===== config.mk =====
export PLATFORM = sky130hd
export DESIGN_NAME = fp_addsub_exec_norm
export DESIGN_NICKNAME = d
export VERILOG_FILES = /design/src/rtl/fp32_pkg.sv /design/src/rtl/lzc24.sv /design/src/rtl/fp_addsub_exec_norm.sv
export SDC_FILE = /design/constraint.sdc
export NUM_CORES = 1
export LEC_CHECK = 0
export ABC_AREA = 1
export CAP_MARGIN = 20
export CORE_MARGIN = 2
export CORE_UTILIZATION = 45
export CTS_CLUSTER_SIZE = 8
export DETAILED_ROUTE_END_ITERATION = 8
export PLACE_DENSITY = 0.69
export SLEW_MARGIN = 20
export SYNTH_ARGS = -nofsm -noshare
export SYNTH_HDL_FRONTEND = slang
export SYNTH_SLANG_ARGS = --single-unit

===== constraint.sdc =====
create_clock -name clk -period 5.4 [get_ports clk]
set_input_delay 1.08 -clock clk [delete_from_list [all_inputs] [get_ports clk]]
set_output_delay 1.08 -clock clk [all_outputs]
set_load 0.1 [all_outputs]

===== src/rtl/fp32_pkg.sv =====
// Shared FP32 constants for the add/sub pipeline: field widths, bias, canonical
// quiet NaN and the bit positions inside the front-end exception vector.
package fp32_pkg;
  localparam int FP_EW = 8;
  localparam int FP_MW = 23;
  localparam int FP_BIAS = 127;
  localparam logic [31:0] FP_QNAN = 32'h7FC0_0000;
  localparam logic [FP_EW-1:0] FP_EXP_MAX = 8'hFF;

  // InputExc = {any, ANaN, BNaN, AInf, BInf}
  localparam int EXC_ANY  = 4;
  localparam int EXC_ANAN = 3;
  localparam int EXC_BNAN = 2;
  localparam int EXC_AINF = 1;
  localparam int EXC_BINF = 0;
endpackage


===== src/rtl/lzc24.sv =====
// Combinational 24-bit leading-zero counter; reports 24 for an all-zero input.
module lzc24 (
  input  logic [23:0] din,
  output logic [4:0]  count
);
  // Scanning upward lets the highest set bit have the final say.
  always_comb begin
    count = 5'd24;
    for (int i = 0; i < 24; i++) begin
      if (din[i]) count = 5'(23 - i);
    end
  end
endmodule


===== src/rtl/fp_addsub_exec_norm.sv =====
// FP32 add/sub back end: effective mantissa add/sub, normalization, special-case
// override and packing, in two valid/ready pipeline registers.
module fp_addsub_exec_norm
  import fp32_pkg::*;
#(
  parameter int          MW   = FP_MW,
  parameter int          EW   = FP_EW,
  parameter logic [31:0] QNAN = FP_QNAN
) (
  input  logic          clk,
  input  logic          rst,
  input  logic          in_valid,
  output logic          in_ready,
  input  logic          Opout,
  input  logic          Sa,
  input  logic          Sb,
  input  logic          MaxAB,
  input  logic [EW-1:0] CExp,
  input  logic [MW-1:0] Mmax,
  input  logic [MW:0]   Mmin_3,
  input  logic [4:0]    InputExc,
  output logic          out_valid,
  input  logic          out_ready,
  output logic [31:0]   Result,
  output logic [3:0]    Flags
);
  localparam int SW = MW + 2;

  logic          s2_load, s1_adv;
  logic          s1_valid, s1_sgn, s1_eop;
  logic [SW-1:0] s1_sum;
  logic [EW-1:0] s1_exp;
  logic [4:0]    s1_exc;

  logic          eop_d, sgn_d;
  logic [MW:0]   m_big;
  logic [SW-1:0] sum_d;
  logic [4:0]    lz;
  logic [MW:0]   norm;
  logic [EW:0]   exp_inc;
  logic [EW-1:0] exp_sub;
  logic [31:0]   res_d;
  logic [3:0]    flg_d;

  assign s2_load  = !out_valid || out_ready;
  assign s1_adv   = !s1_valid || s2_load;
  assign in_ready = s1_adv;

  // M >= Mmin_3 is guaranteed upstream, so the subtract never goes negative.
  assign eop_d = Sa ^ Sb ^ Opout;
  assign m_big = {1'b1, Mmax};
  assign sum_d = eop_d ? ({1'b0, m_big} - {1'b0, Mmin_3})
                       : ({1'b0, m_big} + {1'b0, Mmin_3});
  assign sgn_d = MaxAB ? (Sb ^ Opout) : Sa;

  always_ff @(posedge clk or posedge rst) begin
    if (rst) begin
      s1_valid <= 1'b0;
      s1_sum   <= '0;
      s1_sgn   <= 1'b0;
      s1_eop   <= 1'b0;
      s1_exp   <= '0;
      s1_exc   <= '0;
    end else if (s1_adv) begin
      s1_valid <= in_valid;
      if (in_valid) begin
        s1_sum <= sum_d;
        s1_sgn <= sgn_d;
        s1_eop <= eop_d;
        s1_exp <= CExp;
        s1_exc <= InputExc;
      end
    end
  end

  lzc24 u_lzc (
    .din   (s1_sum[MW:0]),
    .count (lz)
  );

  assign norm    = s1_sum[MW:0] << lz;
  assign exp_inc = {1'b0, s1_exp} + {{EW{1'b0}}, 1'b1};
  assign exp_sub = s1_exp - {{(EW-5){1'b0}}, lz};

  always_comb begin
    res_d = '0;
    flg_d = '0;
    if (s1_sum[SW-1]) begin
      if (exp_inc >= {1'b0, FP_EXP_MAX}) begin
        res_d    = {s1_sgn, FP_EXP_MAX, {MW{1'b0}}};
        flg_d[2] = 1'b1;
      end else begin
        res_d = {s1_sgn, exp_inc[EW-1:0], s1_sum[MW:1]};
      end
    end else if (s1_sum == '0) begin
      // Exact cancellation yields +0; a true add of two zeros keeps the sign.
      res_d    = {!s1_eop && s1_sgn, {(EW+MW){1'b0}}};
      flg_d[0] = 1'b1;
    end else if ({{(EW-5){1'b0}}, lz} >= s1_exp) begin
      res_d = {s1_sgn, {(EW+MW){1'b0}}};
      flg_d = 4'b0011;
    end else begin
      res_d = {s1_sgn, exp_sub, norm[MW-1:0]};
    end

    if (s1_exc[EXC_ANAN] || s1_exc[EXC_BNAN]) begin
      res_d = QNAN;
      flg_d = 4'b1000;
    end else if (s1_exc[EXC_AINF] && s1_exc[EXC_BINF] && s1_eop) begin
      res_d = QNAN;
      flg_d = 4'b1000;
    end else if (s1_exc[EXC_AINF] || s1_exc[EXC_BINF]) begin
      res_d = {s1_sgn, FP_EXP_MAX, {MW{1'b0}}};
      flg_d = 4'b0000;
    end
  end

  always_ff @(posedge clk or posedge rst) begin
    if (rst) begin
      out_valid <= 1'b0;
      Result    <= '0;
      Flags     <= '0;
    end else if (s2_load) begin
      out_valid <= s1_valid;
      if (s1_valid) begin
        Result <= res_d;
        Flags  <= flg_d;
      end
    end
  end
endmodule

==> results.md <==
- Vias in the first global route: 5,907
- CP Launch Type: primary input
- Clk Latency, worst-skew pair: 360 ps
- Final setup vio count: 0
- Synth Instances: 960
- Peak VDD IR: 0.000208 V
- Syn avg cell area: 6.74 sq um
- FP Rows: 43
- Yosys reg bits: 77
- Period utilization: 87.6%
- Synthesized area: 6470 sq um
- WL met2: 7.52 mm
- Final Critical Period: 4730 ps
- Slew margin rel.: 33.2%
- Input/output buffers: 104
- Setup Crit Path Kind: in -> reg
- Core area: 14,000 sq um
- Antenna Cells: 0
- DR DRC count: 0
- CTS tree: yes
- Distinct cell type count after synthesis: 43
- DR pass1 iterations: 5
- Comb pwr share: 65.1%
- Total number of yosys warnings: 0
- CTS max path bufs: 2
- Least-Margin Pin Slew: 999 ps
- RSZ-0062 raised after global routing: no
- CTS Root Cell: clkbuf_16
- Sw frac: 54.7%
- Largest net degree at the start of global routing: 51
- Hold_buf cts: 0
- Postcts setup bufs: 0
- Remaining Overflow, GRT: 0
- Layout Area Growth over Synthesis: 22.4%
- WL met3: 1.02 mm
- Psw: 0.00224 W
- Register area share after synthesis: 29.8%
- Io pins: 106
- TritonCTS Buffers: 9
- Gp weighted congestion: 0.975
- Commonest non-fill, non-tap cell in the layout: nand2_1
- Avg WL per Cell: 14.1 microns
- Buf+Inv Stages, Crit Path: 3
- Most frequent cells in the layout: nand2_1, clkdlybuf4s50_1, inv_1, nand3_1, dfrtp_1
- Cts repair resizes: 0
- CTS H-tree lvls: 3
- Dpl cells: 1,218
- Syn nets: 1,061
- Antenna-violating nets left: 0
- Number of synthesized flops with an enable pin: 0
- NumNets Final: 1,150
- CP Data Arrival Time: 4950 ps
- Number of DRC markers in iteration 0: 426
- Dpl hpwl: 14.0 mm
- Cell Int Power: 0.00186 W
- Initial antenna violation count: 0
- Die X: 124 microns
- Die Ht: 124 microns
- Critical Path Fanout Max: 15
- Top FF cell, synth: dfrtp_1
- Top delay family on crit path: simple AND/OR/NAND/NOR gates
- Post-route cell area: 7920 sq um
- Die ar.: 15,400 sq um
- Hold Fails Final Rpt: 0
- Total GRT Usage: 23.9%
- Leakage: 3.76 nW
- Vias/cell: 5.25
- Slowest stage delay, CP: 470 ps
- Status: complete, no violations
- Worst setup EP type: register
- Worst hold margin: 474 ps
- Max Cap Viol: 0
- Asr flop ratio synth: 100%
- TNS Setup: 0 ps
- Layout cells sized above 1: 4.84%
- Clock power share: 13.7%
- FMAX: 212 MHz
- CP required: 5620 ps
- FILL cells: 1,443
- Slew Viols, Final: 0
- Seq pwr share: 21.2%
- Clock sink count: 77
- Starting density of the core: 46.3%
- Clock-pin slew on the worst setup and hold paths: 60 ps
- Slowest cell on crit path: clkdlybuf4s50_1
- Vias: 6,483
- Pwr Density: 518 nW/um^2
- Finished Layout Cells: 1,234
- First-pass GRT wire length: 28.8 mm
- WL met1: 8.58 mm
- Most used cell, CP: nand2_1
- Final WL: 17.5 mm
- Placed instance area: 7650 sq um
- HP Class: reg -> reg
- Clock skew: 11.1 ps
- Area of the multi-input gates: 3990 sq um
- Highest metal used: met4
- Register Area: 1930 sq um
[routing by layer]
| layer | GRT usage (%) | vias to the layer above |
|---|---|---|
| met3 | 4.08 | 18 |
| li1 | - | 3362 |
| met4 | 7.65 | 0 |
| met1 | 34.4 | 2893 |
| met5 | 0 | - |
| met2 | 36.6 | 210 |
[synthesized netlist by cell type, types with 3 or more instances]
cell,n,share of area [%]
a21oi_1,44,3.4
a22o_1,11,1.5
a31oi_1,7,0.68
buf_2,6,0.46
clkbuf_1,26,1.5
dfrtp_1,77,30
ha_1,31,6.0
inv_1,101,5.9
inv_2,3,0.17
nand2_1,267,15
nand2_2,3,0.29
nand3_1,79,6.1
nand3_2,4,0.62
nor2_1,75,4.3
nor3_1,12,0.93
nor4_1,6,0.58
o211ai_1,9,1.0
o21ai_0,69,5.3
o21ai_1,24,1.9
o21ai_2,3,0.41
o31ai_1,24,2.8
or2_2,5,0.48
xnor2_1,24,3.2
xor2_1,24,3.2
[stage by stage]
| stage | total power [W] | worst slack [ps] | utilization (%) |
|---|---|---|---|
| 2_1_floorplan | 0.00292 | 1040 | - |
| 6_report | 0.00410 | 672 | 56.6 |
| 3_3_place_gp | 0.00351 | 346 | 54.7 |
| 5_1_grt | 0.00444 | 70.7 | 56.6 |
| 3_5_place_dp | 0.00352 | 254 | 54.7 |
| 4_1_cts | 0.00409 | 616 | 56.6 |
[final cells by class]
cell class / instances / area share (%)
flip-flops and latches: 77 / 24.3
well taps: 180 / 2.84
clock buffers: 9 / 2.84
repair buffers: 114 / 14.1
multi-input cells: 743 / 50.3
clock inverters: 7 / 0.663
inverters: 104 / 4.93
[registers in the layout, summed over array words and instances (netlist names)]
register and count:
Flags 4, Result 32, out_valid 1, s1_eop 1, s1_exc 4, s1_exp 8
s1_sgn 1, s1_sum 25, s1_valid 1
[worst register-to-register path: cells and delay by family (launching register included)]
family,cells,cell delay [ps]
fa+ha+maj,2,680
compound gates,4,660
buf+inv,4,530
flops,1,400
simple gates,26,2240
[cell families after synthesis]
family,Yosys count,share of synthesized area (%)
AOI/OAI and AO/OA,202,18.4
and+or+nand+nor,460,30.1
adders and majority gates,33,6.61
buffers and inverters,140,8.64
xor gates and xnor gates,48,6.49
DFF,77,29.8
[power groups by stage]
| stage | combinational (W) | clock, W | sequential, W |
|---|---|---|---|
| after detailed placement | 0.00264 | 0 | 0.000878 |
| after CTS | 0.00265 | 0.000569 | 0.000869 |
| after floorplan | 0.00156 | 0 | 0.00135 |
| final | 0.00267 | 0.000563 | 0.000869 |
| after global placement | 0.00264 | 0 | 0.000870 |
| after global routing | 0.00295 | 0.000597 | 0.000895 |
[worst paths after layout]
kind / slack, ps / startpoint / cells past startpoint / endpoint
worst max-delay path: 670 / Opout / 31 / s1_sum[23]$_DFFE_PP0P_
worst min-delay path: 470 / Result[11]$_DFFE_PP0P_ / 2 / Result[11]$_DFFE_PP0P_
worst max register to register: 840 / s1_sum[2]$_DFFE_PP0P_ / 36 / Result[3]$_DFFE_PP0P_
worst min register to register: 470 / Result[11]$_DFFE_PP0P_ / 2 / Result[11]$_DFFE_PP0P_
max in group asynchronous: 3210 / rst / 3 / s1_sum[14]$_DFFE_PP0P_
min in group asynchronous: 1200 / rst / 2 / s1_exp[5]$_DFFE_PP0P_
No activity file was read; power rests on OpenSTA's default activity.
